### config.mk
export PLATFORM = sky130hd
export DESIGN_NAME = truth_table_sweeper
export DESIGN_NICKNAME = d
export VERILOG_FILES = /design/src/rtl/truth_table_sweeper.sv
export SDC_FILE = /design/constraint.sdc
export NUM_CORES = 1
export LEC_CHECK = 0
export ABC_AREA = 1
export BUFFER_PORTS_ARGS = -buffer_cell sky130_fd_sc_hd__buf_2
export CAP_MARGIN = 10
export CELL_PAD_IN_SITES_DETAIL_PLACEMENT = 0
export CELL_PAD_IN_SITES_GLOBAL_PLACEMENT = 2
export CORE_ASPECT_RATIO = 1.1
export CORE_MARGIN = 5
export CORE_UTILIZATION = 26
export CTS_BUF_LIST = sky130_fd_sc_hd__clkbuf_16
export CTS_CLUSTER_SIZE = 12
export DETAILED_ROUTE_END_ITERATION = 12
export GPL_ROUTABILITY_DRIVEN = 0
export GPL_TIMING_DRIVEN = 1
export PLACE_DENSITY_LB_ADDON = 0.2
export SLEW_MARGIN = 20
export SYNTH_ARGS = -nofsm -noshare
export SYNTH_HDL_FRONTEND = slang
export SYNTH_SLANG_ARGS = --single-unit
### constraint.sdc
create_clock -name CLK -period 7.5 [get_ports CLK]
set_input_delay 0.75 -clock CLK [delete_from_list [all_inputs] [get_ports CLK]]
set_output_delay 0.75 -clock CLK [all_outputs]
set_load 0.1 [all_outputs]
### src/rtl/truth_table_sweeper.sv
// Truth-table sweeper: walks {A,B,C,D} through all 16 minterms, captures F and grades it against EXPECTED.
// Latency 16*SETTLE_CYCLES+1 cycles from START to DONE; START is only honoured in IDLE, ignored otherwise.
module truth_table_sweeper #(
    parameter int          SETTLE_CYCLES = 2,        // legal range 1..15
    parameter logic [15:0] EXPECTED      = 16'hE188
) (
    input  logic        CLK,
    input  logic        RST_N,
    input  logic        START,
    input  logic        F,
    output logic        A,
    output logic        B,
    output logic        C,
    output logic        D,
    output logic        BUSY,
    output logic        DONE,
    output logic        PASS,
    output logic [15:0] CAPTURED,
    output logic [4:0]  MISMATCH_CNT,
    output logic [3:0]  FAIL_IDX
);

    typedef enum logic [1:0] {IDLE, SWEEP, REPORT} state_t;

    localparam logic [3:0] RELOAD = 4'(SETTLE_CYCLES - 1);

    state_t      state, state_nxt;
    logic [3:0]  idx, cnt;
    logic        sample, last;
    logic [15:0] cap_nxt, diff_nxt;
    logic [4:0]  pop_nxt;
    logic [3:0]  fidx_nxt;

    assign sample = (state == SWEEP) && (cnt == 4'd0);
    assign last   = sample && (idx == 4'd15);

    // Grade the table including the bit being sampled on this edge, so the
    // results are already registered when REPORT (and DONE) begins.
    always_comb begin
        cap_nxt      = CAPTURED;
        cap_nxt[idx] = F;
    end

    assign diff_nxt = cap_nxt ^ EXPECTED;

    always_comb begin
        pop_nxt = '0;
        for (int i = 0; i < 16; i++)
            pop_nxt = pop_nxt + 5'(diff_nxt[i]);
    end

    always_comb begin
        fidx_nxt = '0;
        for (int i = 15; i >= 0; i--)
            if (diff_nxt[i]) fidx_nxt = 4'(i);
    end

    always_ff @(posedge CLK or negedge RST_N) begin
        if (!RST_N) state <= IDLE;
        else        state <= state_nxt;
    end

    always_comb begin
        state_nxt = state;
        case (state)
            IDLE:    if (START) state_nxt = SWEEP;
            SWEEP:   if (last)  state_nxt = REPORT;
            REPORT:  state_nxt = IDLE;
            default: state_nxt = IDLE;
        endcase
    end

    always_comb begin
        {A, B, C, D} = (state == SWEEP) ? idx : 4'd0;
        BUSY         = (state == SWEEP);
        DONE         = (state == REPORT);
    end

    always_ff @(posedge CLK or negedge RST_N) begin
        if (!RST_N) begin
            idx          <= '0;
            cnt          <= '0;
            CAPTURED     <= '0;
            PASS         <= 1'b0;
            MISMATCH_CNT <= '0;
            FAIL_IDX     <= '0;
        end else if (state == IDLE && START) begin
            idx          <= '0;
            cnt          <= RELOAD;
            CAPTURED     <= '0;
            PASS         <= 1'b0;
            MISMATCH_CNT <= '0;
            FAIL_IDX     <= '0;
        end else if (state == SWEEP) begin
            if (cnt != 4'd0) begin
                cnt <= cnt - 4'd1;
            end else begin
                CAPTURED <= cap_nxt;
                if (idx == 4'd15) begin
                    idx          <= '0;
                    PASS         <= (diff_nxt == 16'd0);
                    MISMATCH_CNT <= pop_nxt;
                    FAIL_IDX     <= fidx_nxt;
                end else begin
                    idx <= idx + 4'd1;
                    cnt <= RELOAD;
                end
            end
        end
    end

endmodule

Word level (Yosys, flattened, before mapping):

Index checks and enable logic that the tools add are counted.
W data, S select, Z words.

* bitwise operators: 1
* $add $sub $neg: 17
* mux-type cells: 46
* reduce and logical (&&, ||, !) cells: 14
* $lt $le $gt $ge: 2
* equality and inequality tests: 7

Operator list (count)
* $mux W4: 29
* $add A5 B1 Y5: 11
* $mux W16: 3
* $mux W5: 4
* $bwmux W16: 1
* $logic_not A16 Y1: 1
* $not A6 Y6: 1
* $reduce_and A2 Y1: 3
* $add A4 B1 Y5: 1
* $lt A4 B5 Y1 const B: 1
* $mux W1: 5
* $add A3 B1 Y4: 1
* $add A4 B1 Y4 const B: 1
* $demux W1 S4: 1
* $eq A4 B4 Y1 const B: 1
* $ge A4 B1 Y1 const B: 1
* $logic_and A1 B1 Y1: 4
* $logic_not A4 Y1: 1
* $mux W2: 2
* $ne A2 B2 Y1 const B: 2
* $pmux W2 S2: 1
* $reduce_bool A2 Y1: 2
* $reduce_bool A4 Y1: 1
* $sub A4 B1 Y4 const B: 1
* 8 further kinds: 8

* output and inout bits: 32
* flip-flop bits (word level): 36

Longest topological paths before layout:

Gate-level depths: netlist of the first run.

* depth after elaboration: 26
* mapped depth: 19
* mapped depth without buffers: 19

Worst setup path before layout of the first run:

Ideal clock, no wire load.

* kind: register to register
* start point: register CAPTURED[6]
* end point: register MISMATCH_CNT[2]
* data arrival time: 4.209 ns
* data required time: 7.390 ns
* cell stages (with the launch flop): 16
* setup time: 0.110 ns
* path buffers: 0
* period minus slack after synthesis: 4.320 ns
* path slack: 3.180 ns
* path through: dfrtp_1 -> inv_1 -> nand2_1 -> o21ai_1 -> inv_1 -> fa_1 -> inv_1 -> fa_1 -> fa_1 -> fa_1 -> inv_1 -> ha_1 -> fa_1 -> nand2_1 -> inv_1 -> o41ai_1

* longest elaborated chain between the ends: 15

RTL lines
* start: declaration: line 18 `output logic [15:0] CAPTURED,`
* start signal: assignment: line 98 `CAPTURED <= cap_nxt;`
* $bwmux W16: line 41 `cap_nxt[idx] = F;`
* $add A5 B1 Y5 (10 in series): line 49 `pop_nxt = pop_nxt + 5'(diff_nxt[i]);`
* $mux W5: line 99 `if (idx == 4'd15) begin`
* $mux W5: line 95 `if (cnt != 4'd0) begin`
* $mux W5: line 94 `end else if (state == SWEEP) begin`
* $mux W5: line 87 `end else if (state == IDLE && START) begin`
* end signal: assignment: line 102 `MISMATCH_CNT <= pop_nxt;`
* end: declaration: line 19 `output logic [4:0] MISMATCH_CNT,`

Every way passes these cells. The select of a mux whose other input is x is not followed.
A chain may end at the register's enable or synchronous reset.

Worst setup path after layout of the first run:

* start point: register idx[0]
* end point: register MISMATCH_CNT[2]

* longest elaborated chain between the ends: 24
* elaborated cells between the ends (all ways): 29
* those cells by class: add/sub (15); order compare (2); eq/ne (1); mux (7); bitwise (1); reduce/logical (3)

RTL lines
* start: declaration: line 28 `logic [3:0] idx, cnt;`
* start signal: assignment: line 105 `idx <= idx + 4'd1;`
* $lt A4 B5 Y1 (implied by the code) / $ge A4 B1 Y1 (equally long branches): line 41
* $logic_and A1 B1 Y1 (implied by the code): line 41
* $mux W1 (implied by the code): line 41
* $demux W1 S4: line 41
* $bwmux W16: line 41
* $add A1 B1 Y2: line 49
* $add A2 B1 Y3: line 49
* $add A3 B1 Y4: line 49
* $add A4 B1 Y5: line 49
* $add A5 B1 Y5 (11 in series): line 49
* $mux W5: line 99
* $mux W5: line 95
* $mux W5: line 94
* $mux W5: line 87

Parallel ways exist; a longest one is shown, timed or not. The select of a mux whose other input is x is not followed.

==> results of run 1 <==
[worst paths after layout]
path / slack (ns) / to
min in group asynchronous: 0.57 / CAPTURED[8]$_DFFE_PN0P_
setup reg to reg: 2.89 / MISMATCH_CNT[2]$_DFFE_PN0P_
hold / removal: 0.48 / FAIL_IDX[1]$_DFFE_PN0P_
setup / recovery: 2.89 / MISMATCH_CNT[2]$_DFFE_PN0P_
hold reg to reg: 0.48 / FAIL_IDX[1]$_DFFE_PN0P_
max in group asynchronous: 6.39 / cnt[3]$_DFFE_PN0P_
[logic make-up after synthesis]
logic type / count (synthesis) / share of synthesized area [%]
AOI/OAI and AO/OA: 53 / 13.4
xor gates and xnor gates: 4 / 1.46
buffers and inverters: 57 / 9.68
and+or+nand+nor: 119 / 23.5
DFF: 36 / 37.7
adders and majority gates: 22 / 14.3
[layout make-up]
type	instances	share of cell area (%)
clock buffers	5	4.45
clock inverters	3	0.401
inverters	51	6.90
multi-input cells	198	44.9
flip-flops and latches	36	32.1
well taps	114	5.08
repair buffers	35	6.24
[through the flow]
stage | utilization (%) | std cells | area [um^2] | setup WS (ns)
floorplan | - | 291 | 2390 | 3.18
global placement | 30.0 | 434 | 2670 | 2.88
detailed placement | 30.0 | 434 | 2670 | 2.80
CTS | 31.5 | 442 | 2810 | 2.89
global route | 31.5 | 442 | 2810 | 2.61
finish | 31.5 | 442 | 2810 | 2.89
[critical path: stages (launching register included)]
cell	delay, ns
dfrtp_1	0.42
inv_1	0.15
ha_1	0.26
nand3_1	0.12
o21ai_1	0.32
inv_1	0.15
fa_1	0.50
inv_1	0.05
fa_1	0.46
fa_1	0.49
fa_1	0.51
inv_1	0.05
ha_1	0.20
fa_1	0.39
nand2_1	0.08
inv_1	0.04
o41ai_1	0.31
[cells in the final DEF, fill, tap and decap left out]
master	Yosys	routed
o21bai_1	1	1
a21o_1	1	1
nor2_1	18	18
nor2_2	1	1
nand3_1	26	26
fa_1	9	9
a22o_1	2	2
nand2_1	61	61
a21boi_0	1	1
nand3_2	1	1
inv_1	43	45
o31ai_1	1	1
a21oi_1	5	5
dfrtp_1	36	36
nand2_2	2	2
xnor2_1	2	2
clkinv_1	1	2
xor2_1	2	2
ha_1	13	13
o21ai_1	8	8
buf_2	0	35
o22ai_1	9	9
o41ai_1	1	1
o21ai_0	18	18
nor2_4	3	3
nor2_8	1	1
nor4_4	1	1
nand4_1	5	5
o21ai_2	6	6
inv_4	1	1
clkbuf_16	0	5
inv_2	6	6
[metal layers]
layer	share of wire, %	vias to the layer above
met1	48	912
met2	46	40
met4	1.7	0
met5	0	-
li1	-	1015
met3	3.8	9
[registers in the layout, summed over array words and instances (netlist names)]
register,flops
FAIL_IDX,4
PASS,1
CAPTURED,16
idx,4
state,2
cnt,4
MISMATCH_CNT,5
==> reports/metrics.yaml, run 1 <==
sta:
  finalSetupTns_ns: 0
  finClkSkew_ns: 0.00296
  setup_viol: 0
  timing_hold_violations_final: 0
  slew_headroom_pct: 43.7
  tightest_slew_ns: 0.841
  fmax_ghz: 0.217
  hold_slack_ns: 0.478
  layout_min_cycle_time_ns: 4.61
  maxSlewViolCount: 0
  rsz0062_at_grt: "no"
  fin_crit_sh_pct: 61.5
cts:
  cts_setup_buffers: 0
  clk_latency_ns: 0.28
  cts_buffers: 5
  htreeDepth: 2
  hold_buffers: 0
  cts_root_buf: "clkbuf_16"
  cts_tree: "built"
  clk_path_buf_depth: 2
  ctsResizeCount: 0
  cts_sinks: 36
  clk_pin_slew_ns: 0.06
global_route:
  met1_usage_pct: 18.1
  gr-usage-met2_pct: 19.9
  first_global_vias: 2097
  antenna_found_initial: 0
  busiest_layer: "met2"
  grt_max_degree: 37
  grt_use_met3_pct: 2.27
  overflow: 0
  grt_pass1_wl_um: 11200
  grt_usage_pct: 12.9
worst_setup_path:
  worstPathMaxFanout: 5
  start_kind: "register"
  reg2regPathDepth: 16
  crit_required_ns: 7.67
  startpoint: "idx[0]$_DFFE_PN0P_"
  worstSetupEndpointType: "register"
  critPathArrivalTime_ns: 4.78
  r2r_start: "idx[0]$_DFFE_PN0P_"
  critPathKind: "register to register"
floorplanning:
  die_x_um: 101
  rows: 36
  core_area_um2: 8920
  start_util_pct: 26.8
  die_h_um: 111
  dieArea_um2: 11200
  boundaryPins: 36
routing:
  drcViolationCount: 0
  wl_um: 6710
  vias_per_cell: 4.47
  vias: 1976
  drtIter0Drc: 58
  ant_nets: 0
  routedWlPerCell_um: 15.2
  drt-pass1-iter-count: 4
synthesis:
  synth-seq-cells: 36
  synthFlopType: "dfrtp_1"
  synth_commonest_cells: "nand2_1 (61), inv_1 (43), dfrtp_1 (36)"
  syn_inst: 291
  synth_largest_area_cell: "dfrtp_1"
  synth_edf_count: 0
  ys_types: 33
  async_flop_share_pct: 100
  synth_area_leaders: "dfrtp_1 (38%), nand2_1 (9.6%), fa_1 (7.5%), ha_1 (6.8%), inv_1 (6.7%)"
  synth_sequential_area_ratio_pct: 37.7
  syn_avg_cell_area_um2: 8.22
  ys_warn_count: 0
  synth_top_area_share_pct: 37.7
  syn-cell-area_um2: 2390
  yosysMostFrequentCell: "nand2_1"
  syn_nets: 317
final_layout:
  multi_input_area_um2: 1260
  insertedDiodeCount: 0
  nets: 353
  n_fill_cell: 980
  register_area_um2: 901
  drive_gt1_share_pct: 18.9
  area_growth_pct: 17.4
place:
  dp_hpwl_um: 5180
  numPortBuffers: 35
min_path:
  hold_start: "FAIL_IDX[1]$_DFFE_PN0P_"
  hold_path_class: "register to register"
  whs_path_depth: 2
run_status:
  outcome: "finished clean"
flow_run:
  cap_violations: 0
Power of run 1 is left out: the tool's default activity adds up to more than one toggle a clock period on the data nets, which glitch-free logic cannot reach.
==> inputs of run 2 (changes only) <==
clock period = 3.7 ns   (was 7.5 ns; I/O delays follow)
==> run 2 against run 1 <==
Net effect: the flow now finishes with violations (negative setup slack); design area rose by 21%; flip-flop and latch count did not move; core utilization rose by 6.7 points; critical path type unchanged; critical endpoint is now MISMATCH_CNT[4]$_DFFE_PN0P_; largest cell class unchanged; highest routed layer unchanged.
==> reports/metrics.yaml, run 2 (synthesized netlist as in run 1, its figures left out) <==
floorplanning:
  start_util_pct: 26.8
  die_x_um: 101
  core_area_um2: 8920
  dieArea_um2: 11200
  boundaryPins: 36
  rows: 36
  die_h_um: 111
place:
  dp_slack_ns: -0.409
  place_inst: 476
  dp_hpwl_um: 5540
  numPortBuffers: 35
  dpl-instance-area_um2: 3040
worst_setup_path:
  crit_path_end: "MISMATCH_CNT[4]$_DFFE_PN0P_"
  startpoint: "idx[0]$_DFFE_PN0P_"
  ff2ff_setup_slack_ns: -0.32
  reg2regPathDepth: 17
  worstSetupEndpointType: "register"
  critPathKind: "register to register"
  r2r_start: "idx[0]$_DFFE_PN0P_"
  worstPathMaxFanout: 4
  critPathArrivalTime_ns: 4.19
  crit_required_ns: 3.87
  r2r-end: "MISMATCH_CNT[4]$_DFFE_PN0P_"
  start_kind: "register"
sta:
  layout_min_cycle_time_ns: 4.02
  slew_headroom_pct: 42.4
  timing_hold_violations_final: 0
  fin_crit_sh_pct: 109
  fmax_ghz: 0.249
  finClkSkew_ns: 0.00856
  setup_viol: 4
  rsz0062_at_grt: "yes"
  tightest_slew_ns: 0.863
  hold_slack_ns: 0.201
  worst_slack_ns: -0.316
  maxSlewViolCount: 0
run_status:
  violations: "negative setup slack"
  outcome: "finished with violations"
routing:
  vias_per_cell: 4.39
  vias: 2179
  routedWlPerCell_um: 14.4
  drcViolationCount: 0
  ant_nets: 0
  drt-pass1-iter-count: 4
  wl_um: 7130
  drtIter0Drc: 67
cts:
  clk_latency_ns: 0.28
  clk_pin_slew_ns: 0.06
  cts_tree: "built"
  cts_buffers: 5
  clk_path_buf_depth: 2
  hold_buffers: 0
  htreeDepth: 2
  cts_root_buf: "clkbuf_16"
  cts_sinks: 36
final_layout:
  register_area_um2: 916
  top_register: "CAPTURED"
  final_common_cell: "nand2_1"
  largestRegisters: "CAPTURED: 16 flops, MISMATCH_CNT: 5 flops"
  n_fill_cell: 952
  area_growth_pct: 42.4
  largest_reg_flops: 16
  insertedDiodeCount: 0
  fin_cells: 496
  mostFrequentLayoutCells: "nand2_1 (56), buf_4 (53), inv_1 (35), buf_2 (35), dfrtp_1 (24)"
  nets: 407
  final_area_um2: 3410
  multi_input_area_um2: 1430
  drive_gt1_share_pct: 42.4
global_route:
  overflow: 0
  grt_max_degree: 37
  first_global_vias: 2275
  antenna_found_initial: 0
  grt_usage_pct: 13.5
  grt_pass1_wl_um: 12000
flow_run:
  cap_violations: 0
min_path:
  hold_path_class: "input pin to async pin"
-- run 2: critical path, cell delays in order, from the launching register on --
cell	delay [ns]
dfrtp_1	0.40
inv_2	0.12
ha_4	0.20
nand3_4	0.08
nand2_2	0.10
o21ai_4	0.06
fa_1	0.55
inv_2	0.04
fa_1	0.52
fa_2	0.44
fa_1	0.51
inv_2	0.05
ha_4	0.16
fa_2	0.34
nand2_2	0.08
inv_2	0.04
o21ai_2	0.12
o21ai_1	0.08
-- run 2: how the worst min path moves through the flow --
stage,to,cells after the start
floorplan,CAPTURED[0]$_DFFE_PN0P_,0
global placement,FAIL_IDX[2]$_DFFE_PN0P_,1
detailed placement,FAIL_IDX[2]$_DFFE_PN0P_,1
CTS,idx[0]$_DFFE_PN0P_,1
global route,idx[0]$_DFFE_PN0P_,1
finish,CAPTURED[9]$_DFFE_PN0P_,1
-- run 2: final cells by class --
cell class | count | share of cell area, %
clock buffer | 5 | 3.67
clock inverter | 3 | 0.551
inverter | 51 | 5.69
multi-input combinational | 198 | 41.9
sequential | 36 | 26.9
tap | 114 | 4.19
timing repair buffer | 89 | 17.2
-- run 2: stage by stage --
| stage | TNS [ns] | util (%) |
|---|---|---|
| after floorplan | -0.589 | - |
| after global placement | -1.30 | 34.1 |
| after detailed placement | -1.31 | 34.1 |
| after CTS | -1.08 | 37.5 |
| after global routing | -1.90 | 38.2 |
| final | -1.12 | 38.2 |
-- run 2: repair_timing --
item                       4_1_cts  5_1_grt
setup endpoints to repair        5        5
buffers inserted                 7        5
resized for setup               27        7
pin swaps                        7        6
-- run 2: layer usage --
layer	wire [um]	GRT usage, %	share of wire (%)	vias up
met3	209	1.95	2.9	11
met4	136	4.43	1.9	0
met5	0	0	0	-
li1	-	-	-	1126
met1	3350	17.9	47	1007
met2	3430	22.3	48	35
Power of run 2 is left out for the same reason.
==> inputs of run 3 (changes only) <==
CORE_UTILIZATION = 30   (was 26)
==> run 3 against run 2 <==
Net effect: the run still ends with negative setup slack left; via count rose by 0.73%; non-clock buffer count fell by 5; sequential share of layout area up 0.36 points; critical path depth did not move; core utilization up 4.7 points; critical path type unchanged.
==> reports/metrics.yaml, run 3 (synthesized netlist as in run 1, its figures left out) <==
run_status:
  outcome: "finished with violations"
  violations: "negative setup slack"
sta:
  tightest_slew_ns: 0.919
  slew_headroom_pct: 38.5
  maxSlewViolCount: 0
  worst_slack_ns: -0.372
  fmax_ghz: 0.246
  layout_min_cycle_time_ns: 4.07
  setup_viol: 4
  fin_crit_sh_pct: 110
  timing_hold_violations_final: 0
  rsz0062_at_grt: "yes"
  finClkSkew_ns: 0.00721
cts:
  clk_latency_ns: 0.28
  cts_tree: "built"
  hold_buffers: 0
  cts_buffers: 5
  clk_path_buf_depth: 2
  cts_sinks: 36
  cts_root_buf: "clkbuf_16"
  clk_pin_slew_ns: 0.06
  htreeDepth: 2
final_layout:
  drive_gt1_share_pct: 40.3
  largest_reg_flops: 16
  top_register: "CAPTURED"
  insertedDiodeCount: 0
  nets: 402
  area_growth_pct: 40.5
  mostFrequentLayoutCells: "nand2_1 (59), buf_4 (48), inv_1 (35), buf_2 (35), dfrtp_1 (24)"
  largestRegisters: "CAPTURED: 16 flops, MISMATCH_CNT: 5 flops"
  final_common_cell: "nand2_1"
worst_setup_path:
  worstPathMaxFanout: 4
  worstSetupEndpointType: "register"
  critPathKind: "register to register"
  crit_required_ns: 3.88
  critPathArrivalTime_ns: 4.25
  start_kind: "register"
global_route:
  antenna_found_initial: 0
  grt_usage_pct: 16.0
  grt_pass1_wl_um: 12300
  first_global_vias: 2366
  overflow: 0
  grt_max_degree: 37
floorplanning:
  rows: 34
  boundaryPins: 36
  start_util_pct: 30.6
  die_x_um: 95.1
  dieArea_um2: 9860
  die_h_um: 104
  core_area_um2: 7830
place:
  numPortBuffers: 35
  dp_hpwl_um: 5280
  dp_slack_ns: -0.358
routing:
  drtIter0Drc: 111
  vias: 2195
  routedWlPerCell_um: 14.7
  ant_nets: 0
  drcViolationCount: 0
  wl_um: 7150
  drt-pass1-iter-count: 4
  vias_per_cell: 4.53
min_path:
  hold_path_class: "input pin to async pin"
flow_run:
  cap_violations: 0
-- run 3: routing by layer --
layer	vias up	GRT usage, %	part of all wire (%)
met3	6	2.97	3.4
met5	-	0	0
met2	39	26.5	49
met4	0	4.12	0.92
li1	1116	-	-
met1	1034	21.2	46
-- run 3: stage by stage --
stage	cell area, um^2	setup TNS (ns)	util [%]	std cells	hold slack [ns]
2_1_floorplan	2450	-0.589	-	291	0.0744
3_3_place_gp	3010	-1.05	38.5	467	0.460
3_5_place_dp	3010	-1.15	38.5	467	0.460
4_1_cts	3250	-1.16	41.6	481	0.233
5_1_grt	3360	-1.88	43.0	485	0.286
6_report	3360	-1.16	43.0	485	0.189
-- run 3: final cells by class --
cell class / count / area [um^2]
multi-input cells: 198 / 1410
repair buffers: 84 / 547
clock buffers: 5 / 125
inverters: 51 / 196
fillers: 840 / 4470
flip-flops and latches: 36 / 916
clock inverters: 3 / 37.5
well taps: 108 / 135
-- run 3: path summary, 6_finish.rpt --
| path | from | endpoint | slack [ns] | depth (start not counted) |
|---|---|---|---|---|
| setup / recovery | idx[1]$_DFFE_PN0P_ | MISMATCH_CNT[2]$_DFFE_PN0P_ | -0.37 | 17 |
| hold / removal | RST_N | CAPTURED[9]$_DFFE_PN0P_ | 0.19 | 1 |
| setup reg to reg | idx[1]$_DFFE_PN0P_ | MISMATCH_CNT[2]$_DFFE_PN0P_ | -0.37 | 17 |
| hold reg to reg | FAIL_IDX[3]$_DFFE_PN0P_ | FAIL_IDX[3]$_DFFE_PN0P_ | 0.48 | 2 |
| max in group asynchronous | RST_N | CAPTURED[1]$_DFFE_PN0P_ | 2.91 | 1 |
| min in group CLK | FAIL_IDX[3]$_DFFE_PN0P_ | FAIL_IDX[3]$_DFFE_PN0P_ | 0.48 | 2 |
-- run 3: worst max-delay path, cell delays in order (launching register included) --
cell and delay (ns):
dfrtp_2 0.43, buf_6 0.13, ha_4 0.17, nand3_4 0.09
nand2_1 0.09, o21ai_4 0.08, inv_2 0.06, fa_1 0.49
inv_1 0.05, fa_1 0.50, fa_2 0.45, fa_1 0.56
inv_2 0.05, ha_4 0.16, fa_2 0.34, nand2_2 0.08
inv_2 0.04, o41ai_2 0.19
-- run 3: what timing repair did --
| action | 4_1_cts | 5_1_grt |
|---|---|---|
| buffers inserted | 6 | 4 |
| endpoints found under the hold margin | 0 | 0 |
| endpoints found under the setup margin | 5 | 5 |
| gates resized for setup | 12 | 17 |
| pin swaps | 5 | 7 |
Power of run 3 is left out for the same reason.
